$ cat config.mk
export PLATFORM = sky130hd
export DESIGN_NAME = frame_drawer
export DESIGN_NICKNAME = d
export VERILOG_FILES = /design/src/rtl/frame_drawer.sv
export SDC_FILE = /design/constraint.sdc
export NUM_CORES = 1
export LEC_CHECK = 0
export ABC_AREA = 1
export BUFFER_PORTS_ARGS = -buffer_cell sky130_fd_sc_hd__buf_2
export CAP_MARGIN = 20
export CORE_AREA = 2 2 103 129
export CTS_CLUSTER_SIZE = 28
export DETAILED_ROUTE_END_ITERATION = 16
export DIE_AREA = 0 0 105 131
export GPL_ROUTABILITY_DRIVEN = 0
export GPL_TIMING_DRIVEN = 0
export PLACE_DENSITY = 0.74
export SLEW_MARGIN = 40
export SYNTH_ARGS = -nofsm -noshare
export SYNTH_HDL_FRONTEND = slang
export SYNTH_SLANG_ARGS = --single-unit
$ cat constraint.sdc
create_clock -name clk -period 2.4 [get_ports clk]
set_input_delay 0.24 -clock clk [delete_from_list [all_inputs] [get_ports clk]]
set_output_delay 0.24 -clock clk [all_outputs]
set_load 0.05 [all_outputs]
$ cat src/rtl/frame_drawer.sv
// frame_drawer: on each accepted start, snapshots the ball/platform state and
// streams one pixel per cycle to the VGA adapter. The sequence is: erase the
// previous ball, draw the current ball, draw the four platforms, then pulse done.
// Pixels that fall off the 160x120 screen still take their cycle, but they are
// not plotted.
module frame_drawer #(
    parameter int unsigned BALL_X    = 76,
    parameter int unsigned BALL_SIZE = 4,
    parameter int unsigned PLAT_Y    = 100,
    parameter int unsigned PLAT_W    = 16,
    parameter logic [2:0]  BG_COLOUR = 3'b000
) (
    input  logic        clk,
    input  logic        reset,
    input  logic        start,
    input  logic [7:0]  prev_ball,
    input  logic [7:0]  curr_ball,
    input  logic [2:0]  color_ball,
    input  logic [11:0] color_plats,
    input  logic [31:0] position_plats,
    output logic [7:0]  x,
    output logic [6:0]  y,
    output logic [2:0]  colour,
    output logic        plot,
    output logic        busy,
    output logic        done
);

    typedef enum logic [2:0] {
        S_IDLE  = 3'd0,
        S_ERASE = 3'd1,
        S_BALL  = 3'd2,
        S_PLAT  = 3'd3,
        S_DONE  = 3'd4
    } state_t;

    state_t      state_q, state_d;
    logic [7:0]  dx_q, dx_d;
    logic [7:0]  dy_q, dy_d;
    logic [1:0]  pi_q, pi_d;

    // Snapshot of the game state, taken when a frame is accepted.
    logic [7:0]  prev_q, prev_d;
    logic [7:0]  curr_q, curr_d;
    logic [2:0]  cball_q, cball_d;
    logic [11:0] cplats_q, cplats_d;
    logic [31:0] pos_q, pos_d;

    // Registered pixel-port outputs.
    logic [7:0]  x_q, x_d;
    logic [6:0]  y_q, y_d;
    logic [2:0]  colour_q, colour_d;
    logic        plot_q, plot_d;
    logic        busy_q, busy_d;
    logic        done_q, done_d;

    // Working values for the pixel of the current cycle.
    logic [8:0]  col_s;
    logic [8:0]  row_s;
    logic [2:0]  pix_colour_s;
    logic        pix_en_s;
    logic [7:0]  plat_pos_s;
    logic [2:0]  plat_colour_s;

    // Selects the active platform's left column and colour.
    always_comb begin
        plat_pos_s    = 8'd0;
        plat_colour_s = 3'd0;
        case (pi_q)
            2'd0: begin plat_pos_s = pos_q[7:0];   plat_colour_s = cplats_q[2:0];  end
            2'd1: begin plat_pos_s = pos_q[15:8];  plat_colour_s = cplats_q[5:3];  end
            2'd2: begin plat_pos_s = pos_q[23:16]; plat_colour_s = cplats_q[8:6];  end
            2'd3: begin plat_pos_s = pos_q[31:24]; plat_colour_s = cplats_q[11:9]; end
            default: begin plat_pos_s = 8'd0; plat_colour_s = 3'd0; end
        endcase
    end

    // Next-state, counter and snapshot logic, plus the pixel for this cycle.
    always_comb begin
        state_d      = state_q;
        dx_d         = dx_q;
        dy_d         = dy_q;
        pi_d         = pi_q;
        prev_d       = prev_q;
        curr_d       = curr_q;
        cball_d      = cball_q;
        cplats_d     = cplats_q;
        pos_d        = pos_q;
        col_s        = 9'd0;
        row_s        = 9'd0;
        pix_colour_s = 3'd0;
        pix_en_s     = 1'b0;

        case (state_q)
            S_IDLE: begin
                if (start) begin
                    prev_d   = prev_ball;
                    curr_d   = curr_ball;
                    cball_d  = color_ball;
                    cplats_d = color_plats;
                    pos_d    = position_plats;
                    dx_d     = 8'd0;
                    dy_d     = 8'd0;
                    pi_d     = 2'd0;
                    state_d  = S_ERASE;
                end else begin
                    state_d  = S_IDLE;
                end
            end
            S_ERASE, S_BALL: begin
                col_s    = 9'(BALL_X) + {1'b0, dx_q};
                pix_en_s = 1'b1;
                if (state_q == S_ERASE) begin
                    row_s        = {1'b0, prev_q} + {1'b0, dy_q};
                    pix_colour_s = BG_COLOUR;
                end else begin
                    row_s        = {1'b0, curr_q} + {1'b0, dy_q};
                    pix_colour_s = cball_q;
                end
                // Row-major walk: dx inner, dy outer.
                if (dx_q == 8'(BALL_SIZE - 1)) begin
                    dx_d = 8'd0;
                    if (dy_q == 8'(BALL_SIZE - 1)) begin
                        dy_d    = 8'd0;
                        state_d = (state_q == S_ERASE) ? S_BALL : S_PLAT;
                    end else begin
                        dy_d = dy_q + 8'd1;
                    end
                end else begin
                    dx_d = dx_q + 8'd1;
                end
            end
            S_PLAT: begin
                col_s        = {1'b0, plat_pos_s} + {1'b0, dx_q};
                row_s        = 9'(PLAT_Y);
                pix_colour_s = plat_colour_s;
                pix_en_s     = 1'b1;
                if (dx_q == 8'(PLAT_W - 1)) begin
                    dx_d = 8'd0;
                    if (pi_q == 2'd3) begin
                        pi_d    = 2'd0;
                        state_d = S_DONE;
                    end else begin
                        pi_d = pi_q + 2'd1;
                    end
                end else begin
                    dx_d = dx_q + 8'd1;
                end
            end
            S_DONE: begin
                state_d = S_IDLE;
            end
            default: begin
                state_d = S_IDLE;
            end
        endcase
    end

    // Output stage: off-screen pixels keep their slot but are not plotted.
    always_comb begin
        x_d      = col_s[7:0];
        y_d      = row_s[6:0];
        colour_d = pix_colour_s;
        plot_d   = pix_en_s && (col_s < 9'd160) && (row_s < 9'd120);
        busy_d   = (state_q != S_IDLE);
        done_d   = (state_q == S_DONE);
    end

    // State, counter, snapshot and output registers; async active-low reset.
    always_ff @(posedge clk or negedge reset) begin
        if (!reset) begin
            state_q  <= S_IDLE;
            dx_q     <= 8'd0;
            dy_q     <= 8'd0;
            pi_q     <= 2'd0;
            prev_q   <= 8'd0;
            curr_q   <= 8'd0;
            cball_q  <= 3'd0;
            cplats_q <= 12'd0;
            pos_q    <= 32'd0;
            x_q      <= 8'd0;
            y_q      <= 7'd0;
            colour_q <= 3'd0;
            plot_q   <= 1'b0;
            busy_q   <= 1'b0;
            done_q   <= 1'b0;
        end else begin
            state_q  <= state_d;
            dx_q     <= dx_d;
            dy_q     <= dy_d;
            pi_q     <= pi_d;
            prev_q   <= prev_d;
            curr_q   <= curr_d;
            cball_q  <= cball_d;
            cplats_q <= cplats_d;
            pos_q    <= pos_d;
            x_q      <= x_d;
            y_q      <= y_d;
            colour_q <= colour_d;
            plot_q   <= plot_d;
            busy_q   <= busy_d;
            done_q   <= done_d;
        end
    end

    assign x      = x_q;
    assign y      = y_q;
    assign colour = colour_q;
    assign plot   = plot_q;
    assign busy   = busy_q;
    assign done   = done_q;

endmodule

==> impl_metrics.csv, run 1 <==
group,metric,value,unit
status,status,"complete, but fails checks",
status,violations,"setup timing",
drt,post_drt_via_cell_ratio,4.86,
timing,setup_viol,2,
timing,max_freq,394,MHz
drt,wirelength,13300,um
power,clkPwrFrac,0.422,
yosys,yosys.area.top_type,"dfrtp_1",
timing,finalWorstSetupSlack,-0.136,ns
timing,slew_viol_final,0,
floorplanning,chipHeight,131,um
floorplanning,ioPinCount,87,
setup_path,path_class,"reg2reg",
timing,timing.final.crit_share,1.06,
grt,grt-ovfl-total,0,
setup_path,critPathMaxFanout,5,
floorplanning,core_area,12500,um^2
clock_network,tritoncts,"done",
setup_path,required,2.69,ns
yosys,synth_cells,707,
yosys,ys_top_cells_by_area,"dfrtp_1, nand2_1, ha_1",
power,p_switching,0.000918,W
placed_design,dp_slack,-0.416,ns
yosys,syn_nets,799,
drt,drt_iter0_drc,227,
timing,rsz0062_at_grt,"true",
clock_network,cts_root_buf,"clkbuf_16",
drt,ant_nets,0,
timing,setup_tns,-0.159,ns
clock_network,cts_buffers,9,
final_layout,filler_cell_count,1245,
setup_path,crit_arrival,2.83,ns
clock_network,cts.sinks,105,
flow_run,drv_cap,0,
grt,grt_pass1_vias,4777,
timing,hold_viol_final,0,
yosys,syn_area,5510,um^2
clock_network,clk_pin_slew,0.07,ns
final_layout,nets,915,
power,power_density,558,nW/um^2
power,p_comb_frac,0.092,
final_layout,synthToLayoutAreaGrowth,24.8,%
timing,tightest_slew,0.485,ns
setup_path,regToRegSetupSlack,-0.14,ns
clock_network,clk_path_buf_depth,2,
placed_design,dp_cells,962,
final_layout,n_antenna_cell,0,
drt,first_pass_iters,5,
placed_design,hpwlAfterDp,9580,um
power,swShare,0.239,
power,power,0.00384,W
final_layout,multiInputGateArea,2670,um^2
timing,fin_crit,2.54,ns
power,p_int,0.00293,W
final_layout,seq_area,2630,um^2
clock_network,clk_latency,0.35,ns
power,leakage,3.62,nW
setup_path,end_kind,"register",
clock_network,htree_levels,3,
yosys,ys_ff_latch,105,
final_layout,stdcell_count,996,
yosys,syn_avg_cell_area,7.80,um^2
yosys,synth_cell_types,39,
floorplanning,floorplan.die_area,13800,um^2
power,p_seq_frac,0.486,
yosys,netlist.area_leader.share,0.477,
grt,grt_pass1_wl,22200,um
final_layout,drive_gt1_frac,0.245,
drt,drc_errors,0,
yosys,yosysWarnings,0,
setup_path,worstSetupStartpointType,"register",
power,irDropWorstVdd,0.343,mV
timing,slew_headroom,0.677,
grt,grt_max_degree,66,
grt,track_usage,0.204,
min_path,hp-class,"in2reg",
drt,wl_per_cell,13.3,um
drt,vias,4839,
floorplanning,fp.dieW,105,um
final_layout,fin_area,6880,um^2
placed_design,place_area,6210,um^2
floorplanning,start_util,0.439,
grt,antenna_found_initial,0,
floorplanning,num_rows,46,
yosys,ys_seq_area_frac,0.477,
placed_design,io_buffers,86,
timing,clock_skew,0.00716,ns
-- flip-flops by register name, summed over array words and instances (netlist names) --
| register | flops |
|---|---|
| curr_q | 8 |
| state_q | 3 |
| prev_q | 8 |
| plot | 1 |
| y | 7 |
| cball_q | 3 |
| busy | 1 |
| dy_q | 8 |
| dx_q | 8 |
| done | 1 |
| pos_q | 32 |
| colour | 3 |
| cplats_q | 12 |
| pi_q | 2 |
| x | 8 |
-- final cells by class --
class                      instances  area share
multi-input combinational        508       0.387
sequential                       105       0.382
timing repair buffer             109      0.0934
tap                              168      0.0305
clock inverter                     5      0.0124
buffer                            19      0.0191
clock buffer                      11      0.0353
inverter                          71      0.0398
-- routing by layer --
metal | track usage | part of all wire | vias to the layer above
met3 | 0.0253 | 0.042 | 25
met5 | 0 | 0 | -
li1 | - | - | 2482
met1 | 0.250 | 0.43 | 2215
met4 | 0.0988 | 0.023 | 0
met2 | 0.359 | 0.50 | 117
-- synthesized netlist by cell type, drive strengths merged --
library cell	instances
nand2	281
a21o	1
buf	17
xnor2	1
or2	2
clkbuf	6
dfrtp	105
nand3b	2
nand3	31
o21ai	44
o32ai	1
a21oi	28
a31oi	8
a22oi	1
o21bai	1
and3	1
nor2	50
xor2	6
ha	24
a221oi	3
fa	2
nor3	6
inv	71
nand4	6
o21a	3
o22ai	3
and2	2
o31ai	1
-- cell families after synthesis --
kind of cell | count (synthesis) | synth area share
xor+xnor | 7 | 0.0111
flops | 105 | 0.477
buf+inv | 94 | 0.0710
fa+ha+maj | 26 | 0.0617
compound gates | 94 | 0.0973
simple gates | 381 | 0.282
-- path summary, 6_finish.rpt --
kind | from | endpoint | depth (start not counted)
max reg2reg | pi_q[1]$_DFFE_PN0P_ | plot$_DFF_PN0_ | 18
min | position_plats[29] | pos_q[29]$_DFFE_PN0P_ | 3
min in group asynchronous | reset | dy_q[3]$_DFFE_PN0P_ | 2
max in group asynchronous | reset | state_q[2]$_DFFE_PN0P_ | 3
min reg2reg | cplats_q[2]$_DFFE_PN0P_ | cplats_q[2]$_DFFE_PN0P_ | 2
max | pi_q[1]$_DFFE_PN0P_ | plot$_DFF_PN0_ | 18
-- critical path: stages (launching register included) --
cell and delay [ns]:
dfrtp_1 0.39, inv_2 0.08, buf_6 0.12, ha_4 0.17, a21oi_2 0.16, a31oi_2 0.12, ha_2 0.20, fa_2 0.39
nand2_2 0.10, nand2_4 0.07, nand3_4 0.09, nand3_2 0.06, nand2_1 0.06, nor2_1 0.03, nor2_1 0.13, nand2_1 0.07
nand2_1 0.07, nand2_2 0.06, nor2_2 0.10
-- power groups by stage --
stage / clock network, W / registers [W] / logic, W
3_5_place_dp: 0 / 0.00190 / 0.000340
4_1_cts: 0.00165 / 0.00187 / 0.000352
5_1_grt: 0.00172 / 0.00188 / 0.000404
2_1_floorplan: 0 / 0.00194 / 0.000155
6_report: 0.00162 / 0.00187 / 0.000353
3_3_place_gp: 0 / 0.00190 / 0.000328
-- placed cells by master (no fill, tap or decap), types with 3 or more instances in the layout --
cell type | synthesis | routed
nand2_4 | 2 | 3
nor2_4 | 1 | 3
nand4_1 | 6 | 6
a21oi_2 | 0 | 5
dfrtp_1 | 105 | 103
a31oi_1 | 8 | 5
a31oi_2 | 0 | 3
nor2_1 | 45 | 43
inv_1 | 59 | 54
o21a_1 | 3 | 3
clkbuf_16 | 0 | 9
buf_4 | 2 | 17
nand2_1 | 278 | 274
nand3_2 | 2 | 3
nor2_2 | 4 | 4
ha_4 | 0 | 5
xor2_1 | 6 | 6
nor3_1 | 6 | 6
nand2_2 | 1 | 4
o21ai_0 | 20 | 19
inv_2 | 12 | 16
ha_1 | 24 | 17
nand3_1 | 29 | 27
buf_2 | 13 | 98
a21oi_1 | 27 | 22
o22ai_1 | 3 | 3
buf_6 | 2 | 6
a221oi_1 | 3 | 3
o21ai_1 | 23 | 23
-- stage by stage --
stage                     hold slack (ns)   util
after floorplan                   -0.0556      -
after global placement              0.443  0.492
after detailed placement            0.224  0.495
after CTS                          0.0732  0.537
after global routing               0.0897  0.549
final                              0.0825  0.549
-- what timing repair did --
item | in CTS | in global routing
gates resized for setup | 32 | 21
endpoints found under the setup margin | 11 | 7
hold endpoints to repair | 64 | 0
hold buffers | 1 | 0
gates cloned | 1 | 0
pin swaps | 4 | 12
setup buffers | 10 | 12
No activity file was read; power rests on OpenSTA's default activity.
==> run 2, diff against run 1 <==
CTS_CLUSTER_DIAMETER = 60   (was not set)
GPL_TIMING_DRIVEN = not set   (was 0)
==> impl_metrics.csv, run 2 (synthesis gave the netlist of run 1 again) <==
group,metric,value,unit
setup_path,r2r_start,"pi_q[0]$_DFFE_PN0P_",
flow_run,drv_cap,0,
power,power_density,548,nW/um^2
setup_path,worst_r2r_endpoint,"plot$_DFF_PN0_",
setup_path,crit_arrival,2.81,ns
timing,clock_skew,0.00836,ns
grt,antenna_found_initial,0,
final_layout,final_common_cell,"nand2_1",
drt,vias,4796,
setup_path,r2r.worst_path.cells,16,
clock_network,cts_buffers,9,
final_layout,layout_common_cells,"nand2_1, dfrtp_1, buf_2, inv_1, nor2_1",
timing,slew_headroom,0.646,
drt,drc_errors,0,
drt,post_drt_via_cell_ratio,4.85,
power,power,0.00375,W
timing,fin_crit,2.52,ns
final_layout,n_antenna_cell,0,
min_path,hp-class,"in2reg",
status,violations,"setup timing",
timing,slew_viol_final,0,
clock_network,tritoncts,"done",
final_layout,filler_cell_count,1241,
grt,grt_max_degree,74,
final_layout,seq_area,2630,um^2
final_layout,fin_area,6850,um^2
drt,drt_iter0_drc,368,
timing,hold_viol_final,0,
setup_path,crit_start,"pi_q[0]$_DFFE_PN0P_",
drt,first_pass_iters,4,
final_layout,nets,907,
final_layout,synthToLayoutAreaGrowth,24.2,%
setup_path,critPathMaxFanout,5,
timing,max_freq,397,MHz
clock_network,clk_path_buf_depth,2,
grt,grt_pass1_wl,21200,um
timing,rsz0062_at_grt,"true",
grt,track_usage,0.194,
final_layout,largest_reg_flops,32,
final_layout,largest-register,"pos_q",
floorplanning,core_area,12500,um^2
drt,wirelength,12900,um
floorplanning,fp.dieW,105,um
power,leakage,3.58,nW
final_layout,drive_gt1_frac,0.248,
clock_network,cts_root_buf,"clkbuf_16",
timing,hold_ws,0.0741,ns
final_layout,multiInputGateArea,2700,um^2
clock_network,cts.sinks,105,
timing,setup_tns,-0.117,ns
drt,wl_per_cell,13.0,um
final_layout,top_regs,"pos_q x32, cplats_q x12",
floorplanning,ioPinCount,87,
setup_path,path_class,"reg2reg",
timing,finalWorstSetupSlack,-0.117,ns
clock_network,clk_latency,0.36,ns
clock_network,clk_pin_slew,0.07,ns
drt,ant_nets,0,
timing,tightest_slew,0.531,ns
floorplanning,chipHeight,131,um
floorplanning,floorplan.die_area,13800,um^2
timing,setup_viol,1,
setup_path,end_kind,"register",
status,status,"complete, but fails checks",
placed_design,io_buffers,86,
setup_path,worstSetupStartpointType,"register",
floorplanning,start_util,0.439,
timing,timing.final.crit_share,1.05,
placed_design,hpwlAfterDp,9220,um
floorplanning,num_rows,46,
setup_path,regToRegSetupSlack,-0.12,ns
setup_path,crit_end,"plot$_DFF_PN0_",
grt,grt_pass1_vias,4544,
clock_network,htree_levels,3,
power,irDropWorstVdd,0.323,mV
setup_path,required,2.69,ns
placed_design,place_area,6260,um^2
grt,grt-ovfl-total,0,
==> run 2: timing repair <==
item	CTS	global route
buffers inserted	2	6
setup endpoints to repair	1	7
hold buffers	1	0
hold endpoints to repair	26	0
gates resized for setup	15	38
pin swaps	6	28
==> run 2: area by class of cell <==
type,count,share of cell area
timing repair buffer,120,0.106
multi-input combinational,508,0.394
clock buffer,9,0.0329
inverter,71,0.0407
clock inverter,7,0.0115
tap,168,0.0307
sequential,105,0.384
==> run 2: through the flow <==
| stage | utilization | worst slack [ns] | instances |
|---|---|---|---|
| finish | 0.546 | -0.117 | 988 |
| global route | 0.546 | -0.270 | 988 |
| CTS | 0.530 | 0.00486 | 982 |
| detailed placement | 0.499 | -0.101 | 963 |
| global placement | 0.499 | -0.0715 | 963 |
| floorplan | - | 0.0184 | 707 |
==> run 2: metal layers <==
layer	vias up	wire length [um]	global-route usage
met2	119	6210	0.325
met5	-	0	0
met4	0	246	0.0659
met1	2196	5850	0.258
met3	19	572	0.0332
li1	2462	-	-
==> run 2: where the power goes <==
group | switching [W] | internal, W | total, W
clock | 0.000690 | 0.000820 | 0.00151
combinational | 0.000220 | 0.000147 | 0.000367
sequential | 0.0000374 | 0.00184 | 0.00187
total | 0.000948 | 0.00280 | 0.00375
==> run 2: worst min-delay path by stage <==
stage | start | cells past startpoint | slack [ns] | endpoint
after floorplan | reset | 0 | -0.06 | busy$_DFF_PN0_
after global placement | reset | 1 | 0.18 | curr_q[3]$_DFFE_PN0P_
after detailed placement | reset | 1 | 0.18 | curr_q[2]$_DFFE_PN0P_
after CTS | position_plats[29] | 3 | 0.07 | pos_q[29]$_DFFE_PN0P_
after global routing | position_plats[22] | 3 | 0.08 | pos_q[22]$_DFFE_PN0P_
final | position_plats[29] | 3 | 0.07 | pos_q[29]$_DFFE_PN0P_
==> run 2: worst max-delay path, stage by stage, from the launching register on <==
cell	delay [ns]
dfrtp_2	0.44
inv_4	0.07
ha_4	0.20
buf_6	0.14
a21oi_1	0.14
a31oi_1	0.15
ha_1	0.38
nand2_1	0.09
inv_2	0.08
nand3_2	0.12
a21oi_2	0.13
nor2_1	0.05
nor2_1	0.13
nand2_1	0.07
nand2_1	0.08
nand2_2	0.07
nor2_2	0.10
==> run 3, diff against run 2 <==
CORE_AREA = 2 2 99 125   (was 2 2 103 129)
DIE_AREA = 0 0 101 127   (was 0 0 105 131)
PLACE_DENSITY = 0.78   (was 0.74)
==> impl_metrics.csv, run 3 (synthesis gave the netlist of run 1 again) <==
group,metric,value,unit
status,status,"complete, but fails checks",
status,violations,"setup timing",
floorplanning,ioPinCount,87,
placed_design,hpwlAfterDp,9210,um
floorplanning,chipHeight,127,um
power,swShare,0.243,
grt,grt_pass1_wl,22100,um
floorplanning,start_util,0.477,
power,p_seq_frac,0.489,
grt,antenna_found_initial,0,
placed_design,io_buffers,86,
timing,clock_skew,0.00548,ns
drt,vias,4976,
timing,timing.final.crit_share,1.02,
grt,grt-ovfl-total,0,
final_layout,final_common_cell,"nand2_1",
floorplanning,core_area,11600,um^2
timing,setup_viol,1,
clock_network,clk_pin_slew,0.07,ns
floorplanning,num_rows,44,
final_layout,filler_cell_count,1029,
timing,fin_crit,2.44,ns
setup_path,slowest_delay,0.45,ns
final_layout,nets,902,
flow_run,drv_cap,0,
drt,first_pass_iters,5,
power,p_comb_frac,0.098,
drt,wirelength,13400,um
drt,drc_errors,0,
setup_path,critPathMaxFanout,7,
clock_network,clk_path_buf_depth,2,
setup_path,crit_chain,"inv_4, ha_4, buf_6, a21oi_1, a31oi_1, ha_1, nand2_1, inv_2, nand3_4, a21oi_2, nor2_1, nor2_1, nand2_1, nand2_1, nand2_2, nor2_1",
power,power_density,558,nW/um^2
final_layout,top_regs,"pos_q x32, cplats_q x12",
drt,ant_nets,0,
clock_network,cts_root_buf,"clkbuf_16",
clock_network,cts.sinks,105,
grt,track_usage,0.217,
setup_path,crit_arrival,2.73,ns
setup_path,required,2.69,ns
final_layout,drive_gt1_frac,0.248,
power,power,0.00383,W
final_layout,n_antenna_cell,0,
power,p_int,0.00290,W
final_layout,synthToLayoutAreaGrowth,24.6,%
final_layout,largest_reg_flops,32,
timing,finalWorstSetupSlack,-0.0419,ns
timing,slew_viol_final,0,
clock_network,clk_latency,0.36,ns
power,p_switching,0.000932,W
drt,post_drt_via_cell_ratio,5.23,
drt,drt_iter0_drc,361,
clock_network,htree_levels,3,
setup_path,slowest_stage,"dfrtp_2",
timing,max_freq,410,MHz
setup_path,worstSetupStartpointType,"register",
floorplanning,floorplan.die_area,12800,um^2
final_layout,stdcell_count,952,
placed_design,dp_cells,927,
power,clkPwrFrac,0.412,
final_layout,layout_common_cells,"nand2_1, dfrtp_1, buf_2, inv_1, nor2_1",
power,leakage,3.58,nW
timing,slew_headroom,0.647,
clock_network,cts_buffers,9,
setup_path,end_kind,"register",
final_layout,postLayoutCoreUtil,0.594,
power,irDropWorstVdd,0.313,mV
timing,hold_viol_final,0,
timing,tightest_slew,0.529,ns
final_layout,largest-register,"pos_q",
floorplanning,fp.dieW,101,um
timing,setup_tns,-0.0419,ns
grt,grt_max_degree,74,
drt,wl_per_cell,14.1,um
timing,rsz0062_at_grt,"true",
clock_network,tritoncts,"done",
grt,grt_pass1_vias,4854,
min_path,hp-class,"in2reg",
setup_path,path_class,"reg2reg",
[run 3: worst max-delay path, delay by kind of cell (launching register included)]
kind	cells	cell delay, ns
and+or+nand+nor	8	0.64
buffers and inverters	3	0.30
DFF	1	0.45
AOI/OAI and AO/OA	3	0.43
adders and majority gates	2	0.56
[run 3: path summary, 6_finish.rpt]
kind                       slack [ns]  cells after the start                  start                     to
max in group asynchronous        1.30                      3                  reset    pi_q[0]$_DFFE_PN0P_
hold reg to reg                  0.47                      2  pos_q[18]$_DFFE_PN0P_  pos_q[18]$_DFFE_PN0P_
min in group asynchronous        0.37                      2                  reset  curr_q[2]$_DFFE_PN0P_
hold / removal                   0.08                      3     position_plats[26]  pos_q[26]$_DFFE_PN0P_
setup reg to reg                -0.04                     16    pi_q[0]$_DFFE_PN0P_         plot$_DFF_PN0_
setup / recovery                -0.04                     16    pi_q[0]$_DFFE_PN0P_         plot$_DFF_PN0_
[run 3: power by group through the flow]
stage / registers [W] / clock network, W / logic [W]
after floorplan: 0.00194 / 0 / 0.000155
after global placement: 0.00190 / 0 / 0.000337
after detailed placement: 0.00190 / 0 / 0.000346
after CTS: 0.00187 / 0.00160 / 0.000359
after global routing: 0.00188 / 0.00167 / 0.000424
final: 0.00188 / 0.00158 / 0.000376
[run 3: cell type report]
type | instances | area (um^2) | area share
Multi-Input combinational cell | 508 | 2780 | 0.405
Clock buffer | 9 | 225 | 0.0328
Clock inverter | 6 | 92.6 | 0.0135
Tap cell | 138 | 173 | 0.0251
Timing Repair Buffer | 115 | 689 | 0.100
Inverter | 71 | 279 | 0.0406
Sequential cell | 105 | 2630 | 0.383
[run 3: through the flow]
step | cell area (um^2) | hold WS (ns) | setup slack, ns
2_1_floorplan | 5540 | -0.0556 | 0.0184
3_3_place_gp | 6160 | 0.218 | -0.0897
3_5_place_dp | 6160 | 0.217 | -0.161
4_1_cts | 6690 | 0.0778 | -0.000415
5_1_grt | 6870 | 0.0874 | -0.194
6_report | 6870 | 0.0792 | -0.0419
[run 3: per-layer routing]
| metal | share of wire | GRT usage | up-vias | wire (um) |
|---|---|---|---|---|
| met4 | 0.024 | 0.0866 | 0 | 324 |
| met3 | 0.049 | 0.0361 | 37 | 659 |
| li1 | - | - | 2452 | - |
| met5 | 0 | 0 | - | 0 |
| met1 | 0.43 | 0.282 | 2337 | 5820 |
| met2 | 0.49 | 0.359 | 150 | 6570 |
[run 3: timing repair]
item | CTS | global route
endpoints found under the hold margin | 32 | 0
resized for setup | 27 | 38
hold buffers | 1 | 0
endpoints found under the setup margin | 2 | 6
pin swaps | 12 | 16
buffers inserted | 9 | 0
